===== src/rtl/gpr_fwd_hazard_unit_if.sv =====
// Decode/write-back side signals of the GPR, forwarding and hazard unit.
// The pipeline drives through 'master'. The unit itself connects through 'slave'.
interface gpr_fwd_hazard_unit_if #(
    parameter int XLEN  = 32,
    parameter int NREGS = 32
);
    localparam int AW = $clog2(NREGS);

    logic            id_valid;
    logic [AW-1:0]   id_rs1;
    logic [AW-1:0]   id_rs2;
    logic [AW-1:0]   id_rd;
    logic            id_rd_wen;
    logic            id_is_load;
    logic            flush;
    logic [XLEN-1:0] wb_data;
    logic [XLEN-1:0] rs1_data;
    logic [XLEN-1:0] rs2_data;
    logic [1:0]      forward_a;
    logic [1:0]      forward_b;
    logic            stall;
    logic            wr_data_en;

    modport master (
        output id_valid, id_rs1, id_rs2, id_rd, id_rd_wen, id_is_load, flush, wb_data,
        input  rs1_data, rs2_data, forward_a, forward_b, stall, wr_data_en
    );

    modport slave (
        input  id_valid, id_rs1, id_rs2, id_rd, id_rd_wen, id_is_load, flush, wb_data,
        output rs1_data, rs2_data, forward_a, forward_b, stall, wr_data_en
    );
endinterface


===== src/rtl/gpr_fwd_hazard_unit.sv =====
// 32x32 GPR file with write-through read bypass. It also contains the ID/EX, EX/MEM
// and MEM/WB destination tracker, the execute forwarding selects and the load-use stall.
module gpr_fwd_hazard_unit #(
    parameter int XLEN  = 32,
    parameter int NREGS = 32
) (
    input  logic                   risc_clk,
    input  logic                   risc_rst,
    gpr_fwd_hazard_unit_if.slave   bus
);
    localparam int AW = $clog2(NREGS);

    typedef struct packed {
        logic          valid;
        logic [AW-1:0] rs1;
        logic [AW-1:0] rs2;
        logic [AW-1:0] rd;
        logic          wen;
        logic          load;
    } idex_t;

    typedef struct packed {
        logic          valid;
        logic [AW-1:0] rd;
        logic          wen;
    } stage_t;

    idex_t           idex;
    idex_t           idex_next;
    stage_t          exmem;
    stage_t          memwb;
    logic [XLEN-1:0] gpr [NREGS];

    logic            wr_en;
    logic            stall_int;

    // A producer forwards only if it is live, it writes, and its destination is not x0.
    function automatic logic [1:0] fwd_sel(
        input logic [AW-1:0] rs,
        input logic          consumer_valid,
        input stage_t        ex,
        input stage_t        wb
    );
        if (!consumer_valid)
            return 2'b00;
        if (ex.valid && ex.wen && ex.rd != '0 && ex.rd == rs)
            return 2'b10;
        if (wb.valid && wb.wen && wb.rd != '0 && wb.rd == rs)
            return 2'b01;
        return 2'b00;
    endfunction

    assign wr_en = memwb.valid & memwb.wen & (memwb.rd != '0);

    assign stall_int = ~bus.flush & bus.id_valid & idex.valid & idex.load & idex.wen &
                       (idex.rd != '0) &
                       ((idex.rd == bus.id_rs1) | (idex.rd == bus.id_rs2));

    always_comb begin
        // NOTE: default every always_comb output first so that no path infers a latch.
        idex_next = '0;
        if (bus.id_valid && !bus.flush && !stall_int) begin
            idex_next.valid = 1'b1;
            idex_next.rs1   = bus.id_rs1;
            idex_next.rs2   = bus.id_rs2;
            idex_next.rd    = bus.id_rd;
            idex_next.wen   = bus.id_rd_wen;
            idex_next.load  = bus.id_is_load;
        end
    end

    // NOTE: all sequential state uses non-blocking assignments. Each stage then samples the
    // value its upstream stage held before the edge, which is what makes the tracker shift.
    always_ff @(posedge risc_clk or posedge risc_rst) begin
        if (risc_rst) begin
            idex  <= '0;
            exmem <= '0;
            memwb <= '0;
        end else begin
            idex  <= idex_next;
            exmem <= '{valid: idex.valid, rd: idex.rd, wen: idex.wen};
            memwb <= exmem;
        end
    end

    // NOTE: the GPR array sits inside the async reset because architectural state must read 0
    // after reset. That rules out a reset-less RAM here.
    always_ff @(posedge risc_clk or posedge risc_rst) begin
        if (risc_rst) begin
            for (int i = 0; i < NREGS; i++)
                gpr[i] <= '0;
        end else if (wr_en) begin
            gpr[memwb.rd] <= bus.wb_data;
        end
    end

    // Same-cycle write-through keeps decode from reading a value that is one write stale.
    always_comb begin
        bus.rs1_data = gpr[bus.id_rs1];
        if (bus.id_rs1 == '0)
            bus.rs1_data = '0;
        else if (wr_en && memwb.rd == bus.id_rs1)
            bus.rs1_data = bus.wb_data;

        bus.rs2_data = gpr[bus.id_rs2];
        if (bus.id_rs2 == '0)
            bus.rs2_data = '0;
        else if (wr_en && memwb.rd == bus.id_rs2)
            bus.rs2_data = bus.wb_data;
    end

    assign bus.forward_a  = fwd_sel(idex.rs1, idex.valid, exmem, memwb);
    assign bus.forward_b  = fwd_sel(idex.rs2, idex.valid, exmem, memwb);
    assign bus.stall      = stall_int;
    assign bus.wr_data_en = wr_en;

endmodule

===== src/flat_wrapper.sv =====
// flat-port wrapper written by rule: the top's interface ports become plain ports
module gpr_fwd_hazard_unit_flat 
#(
    parameter int XLEN  = 32,
    parameter int NREGS = 32
)
  (risc_clk, risc_rst, bus_id_valid, bus_id_rs1, bus_id_rs2, bus_id_rd, bus_id_rd_wen, bus_id_is_load, bus_flush, bus_wb_data, bus_rs1_data, bus_rs2_data, bus_forward_a, bus_forward_b, bus_stall, bus_wr_data_en);
  gpr_fwd_hazard_unit_if #(.XLEN(XLEN), .NREGS(NREGS)) bus_i ();
  input  logic risc_clk;
  input  logic risc_rst;
  input wire logic [$bits(bus_i.id_valid)-1:0] bus_id_valid;
  input wire logic [$bits(bus_i.id_rs1)-1:0] bus_id_rs1;
  input wire logic [$bits(bus_i.id_rs2)-1:0] bus_id_rs2;
  input wire logic [$bits(bus_i.id_rd)-1:0] bus_id_rd;
  input wire logic [$bits(bus_i.id_rd_wen)-1:0] bus_id_rd_wen;
  input wire logic [$bits(bus_i.id_is_load)-1:0] bus_id_is_load;
  input wire logic [$bits(bus_i.flush)-1:0] bus_flush;
  input wire logic [$bits(bus_i.wb_data)-1:0] bus_wb_data;
  output wire logic [$bits(bus_i.rs1_data)-1:0] bus_rs1_data;
  output wire logic [$bits(bus_i.rs2_data)-1:0] bus_rs2_data;
  output wire logic [$bits(bus_i.forward_a)-1:0] bus_forward_a;
  output wire logic [$bits(bus_i.forward_b)-1:0] bus_forward_b;
  output wire logic [$bits(bus_i.stall)-1:0] bus_stall;
  output wire logic [$bits(bus_i.wr_data_en)-1:0] bus_wr_data_en;
  assign bus_i.id_valid = bus_id_valid;
  assign bus_i.id_rs1 = bus_id_rs1;
  assign bus_i.id_rs2 = bus_id_rs2;
  assign bus_i.id_rd = bus_id_rd;
  assign bus_i.id_rd_wen = bus_id_rd_wen;
  assign bus_i.id_is_load = bus_id_is_load;
  assign bus_i.flush = bus_flush;
  assign bus_i.wb_data = bus_wb_data;
  assign bus_rs1_data = bus_i.rs1_data;
  assign bus_rs2_data = bus_i.rs2_data;
  assign bus_forward_a = bus_i.forward_a;
  assign bus_forward_b = bus_i.forward_b;
  assign bus_stall = bus_i.stall;
  assign bus_wr_data_en = bus_i.wr_data_en;
  gpr_fwd_hazard_unit #(.XLEN(XLEN), .NREGS(NREGS)) u_core (.risc_clk(risc_clk), .risc_rst(risc_rst), .bus(bus_i));
endmodule

===== config.mk =====
export PLATFORM = sky130hd
export DESIGN_NAME = gpr_fwd_hazard_unit_flat
export DESIGN_NICKNAME = d
export VERILOG_FILES = /design/src/rtl/gpr_fwd_hazard_unit_if.sv /design/src/rtl/gpr_fwd_hazard_unit.sv /design/src/flat_wrapper.sv
export SDC_FILE = /design/constraint.sdc
export NUM_CORES = 2
export LEC_CHECK = 0
export BUFFER_PORTS_ARGS = -buffer_cell sky130_fd_sc_hd__buf_4
export CAP_MARGIN = 20
export CORE_ASPECT_RATIO = 2
export CORE_MARGIN = 2
export CORE_UTILIZATION = 40
export DETAILED_ROUTE_END_ITERATION = 8
export GPL_TIMING_DRIVEN = 0
export PLACE_DENSITY = 0.61
export SYNTH_ARGS = -nofsm -noshare
export SYNTH_HDL_FRONTEND = slang
export SYNTH_SLANG_ARGS = --single-unit

===== constraint.sdc =====
create_clock -name risc_clk -period 35.2 [get_ports risc_clk]
set_input_delay 1.76 -clock risc_clk [delete_from_list [all_inputs] [get_ports risc_clk]]
set_output_delay 1.76 -clock risc_clk [all_outputs]
set_load 0.01 [all_outputs]

==> impl_metrics.env <==
export IMPL_status="complete, no violations"
export IMPL_startpoint_type="primary input"
export IMPL_startpoint="bus_id_rs1[1]"
export IMPL_busiest_layer="met2"
export IMPL_finClkSkew_ns=0.0242
export IMPL_clk_pin_slew_worst_paths_ns=0.07
export IMPL_io_pins=123
export IMPL_cp_max_fo=10
export IMPL_synth_cell_type_count=76
export IMPL_grt_start_max_net_pins=135
export IMPL_cts_resized=0
export IMPL_crit_type="in2out"
export IMPL_setup_viol=0
export IMPL_synth_top_cell_by_area="dfrtp_1"
export IMPL_synth_area_leaders="dfrtp_1 (46%), mux2_2 (19%), mux4_2 (14%)"
export IMPL_met2_usage_pct=58.4
export IMPL_r2r_cells=6
export IMPL_post_route_period_util_pct=25.3
export IMPL_numCtsBuffers=108
export IMPL_antenna_found_initial=44
export IMPL_rows=196
export IMPL_synth_area_per_cell_um2=14.1
export IMPL_ys_seq_elements=1056
export IMPL_globalRouteTotalUtil_pct=44.0
export IMPL_tightest_slew_ns=1.41
export IMPL_r2r_end="u_core.gpr[303]"
export IMPL_cts_tree="done"
export IMPL_root_buffer="clkbuf_16"
export IMPL_hold_viol=0
export IMPL_areaGrowthSynthToFinish_pct=14.5
export IMPL_insertion_delay_ns=0.80
export IMPL_synth_area_um2=57100
export IMPL_max_freq_mhz=112
export IMPL_synthCells=4057
export IMPL_drive_above_1_share_pct=44.6
export IMPL_wl_per_cell_um=50.8
export IMPL_routed_wl_um=323000
export IMPL_num_vias=48100
export IMPL_drtIter0Drc=9398
export IMPL_synth_seq_area_share_pct=46.3
export IMPL_die_area_um2=146000
export IMPL_end_kind="output port"
export IMPL_power_uw=3020
export IMPL_rsz0062_at_grt="no"
export IMPL_gp_congestion=1.07
export IMPL_grt_pass1_vias=44800
export IMPL_drc=0
export IMPL_layout_min_cycle_time_ns=8.90
export IMPL_async_reset_ff_share_pct=100
export IMPL_ant_nets=0
export IMPL_cts_sinks=1056
export IMPL_syn_nets=4110
export IMPL_maxSlewHeadroom_pct=5.66
export IMPL_io_buffers=116
export IMPL_dp_hpwl_um=213000
export IMPL_hp_class="reg2reg"
export IMPL_grt_pass1_wl_um=422000
export IMPL_fill_cells=12800
export IMPL_grt_met3_usage_pct=25.5
export IMPL_drt_vias_per_instance=7.58
export IMPL_required_ns=33.44
export IMPL_yosysTopAreaCellShare_pct=46.3
export IMPL_maxCapViolCount=0
export IMPL_drt_pass1_iterations=8
export IMPL_clockBufferDepth=3
export IMPL_crit_end="bus_rs1_data[4]"
export IMPL_placedCellCount=6110
export IMPL_dieHeight_um=538
export IMPL_gr_total_overflow=0
export IMPL_initial_core_util_pct=40.2
export IMPL_grt_use_met1_pct=49.4
export IMPL_synthFlopType="dfrtp_1"
export IMPL_layoutNonFillerInstCount=6355
export IMPL_power_density_nw_per_um2=46.3
export IMPL_post_cts_buffers=0
export IMPL_ctsHtreeMaxLevel=3
export IMPL_ys_warnings_count=0
export IMPL_crit_arrival_ns=7.14
export IMPL_synth_edf_count=0
export IMPL_core_um2=142000
export IMPL_slew_viol_final=0
export IMPL_layout_nets=4395
export IMPL_ctsHoldBuffers=0
export IMPL_r2r_start="u_core.memwb[2]"
export IMPL_peakVddDrop_uv=43.5
export IMPL_die_w_um=271
export IMPL_power_leakage_uw=0.0284
export IMPL_r2r_setup_slack_ns=31.57
==> flip-flops by register name (all words and copies together) (netlist names) <==
name	cells
u_core.gpr	1024
u_core.idex	18
u_core.exmem	7
u_core.memwb	7
==> metrics by stage <==
stage	setup TNS (ns)	hold slack, ns	setup slack (ns)	utilization (%)	area, um2
final	0	0.430	26.30	46.0	65300
after global routing	0	0.442	26.88	45.9	65200
after CTS	0	0.426	27.10	45.9	65200
after detailed placement	0	0.391	27.11	43.2	61400
after global placement	-7895.30	0.414	-7.78	42.5	60300
after floorplan	0	0.353	3.72	-	57100
==> power breakdown <==
group | internal [uW] | switching [uW] | total (uW)
Clock | 715 | 558 | 1270
Combinational | 159 | 309 | 469
Sequential | 1250 | 31.0 | 1280
==> metal layers <==
layer | share of wire, % | vias up
li1 | - | 16200
met4 | 12 | 37
met2 | 39 | 5566
met1 | 33 | 24500
met3 | 16 | 1829
met5 | 0.19 | -
==> worst max-delay path, stage by stage <==
cell	delay, ns
buf_2	0.40
buf_2	0.87
clkinv_1	1.27
nor2_1	1.48
a221oi_1	0.25
and3_1	0.32
nor3_1	0.53
buf_4	0.23
==> layout make-up <==
type	count	area [um2]	area share, %
antenna	42	105	0.161
buffer	445	2530	3.87
clock buffer	144	3100	4.75
clock inverter	56	683	1.05
inverter	11	48.8	0.0747
multi-input combinational	2545	28100	43.1
sequential	1056	26400	40.5
tap	1881	2350	3.60
timing repair buffer	175	1950	2.98
==> cell usage in the layout (no fill, tap or decap), types with 11 or more instances in the layout <==
| cell type | count |
|---|---|
| and2_1 | 22 |
| o211ai_1 | 19 |
| nor4_1 | 11 |
| xor2_1 | 23 |
| a211oi_1 | 25 |
| nor2_1 | 104 |
| buf_8 | 54 |
| o21ai_0 | 79 |
| o31ai_1 | 17 |
| mux4_2 | 361 |
| a31oi_1 | 28 |
| o22ai_1 | 79 |
| dfrtp_1 | 1056 |
| mux2i_1 | 228 |
| diode_2 | 42 |
| nor3_1 | 41 |
| bufinv_16 | 13 |
| a22oi_1 | 29 |
| clkbuf_8 | 22 |
| buf_4 | 141 |
| mux4_1 | 32 |
| mux2_2 | 984 |
| nand2_1 | 119 |
| clkbuf_2 | 26 |
| a221oi_1 | 69 |
| buf_16 | 17 |
| clkinv_2 | 21 |
| a21oi_1 | 51 |
| nor2b_1 | 15 |
| buf_6 | 35 |
| a221o_1 | 18 |
| clkbuf_16 | 111 |
| xnor2_1 | 17 |
| clkbuf_1 | 208 |
| buf_2 | 140 |
| nand3_1 | 23 |
| nand2b_1 | 18 |
==> synth_stat cells, drive strengths merged (4+ instances only) <==
cell	number
nor3b	8
or2	4
mux2i	228
a221oi	70
o22ai	79
a2111oi	5
a21oi	52
o311ai	10
xnor2	17
clkbuf	223
o21ai	84
nand2	119
nand2b	18
buf	220
nor3	46
a22o	9
and2	22
a211oi	25
a211o	4
o211ai	19
a31oi	28
a22oi	29
o31ai	17
xor2	23
inv	8
mux4	394
nor2b	15
a221o	18
and3	8
nand4	8
mux2	986
a32oi	6
nor2	108
a21o	8
nor4	12
nand3b	4
o221ai	4
nand3	23
dfrtp	1056
or4	4
or3	8
==> how the worst min path moves through the flow <==
stage / startpoint / to / slack (ns) / cells after the start
global placement: u_core.exmem[0] / u_core.memwb[0] / 0.41 / 0
floorplan: u_core.idex[1] / u_core.exmem[0] / 0.35 / 0
CTS: u_core.exmem[6] / u_core.memwb[6] / 0.43 / 0
global route: u_core.exmem[6] / u_core.memwb[6] / 0.44 / 0
detailed placement: u_core.exmem[6] / u_core.memwb[6] / 0.39 / 0
finish: u_core.exmem[6] / u_core.memwb[6] / 0.43 / 0
==> kinds of logic after synthesis <==
group,Yosys count,share of synthesized area [%]
muxes,1608,39.2
buffers and inverters,456,4.43
xor gates and xnor gates,40,0.614
and+or+nand+nor,414,3.52
AOI/OAI and AO/OA,483,5.89
DFF,1056,46.3
Power figures use the tool's default switching activity.
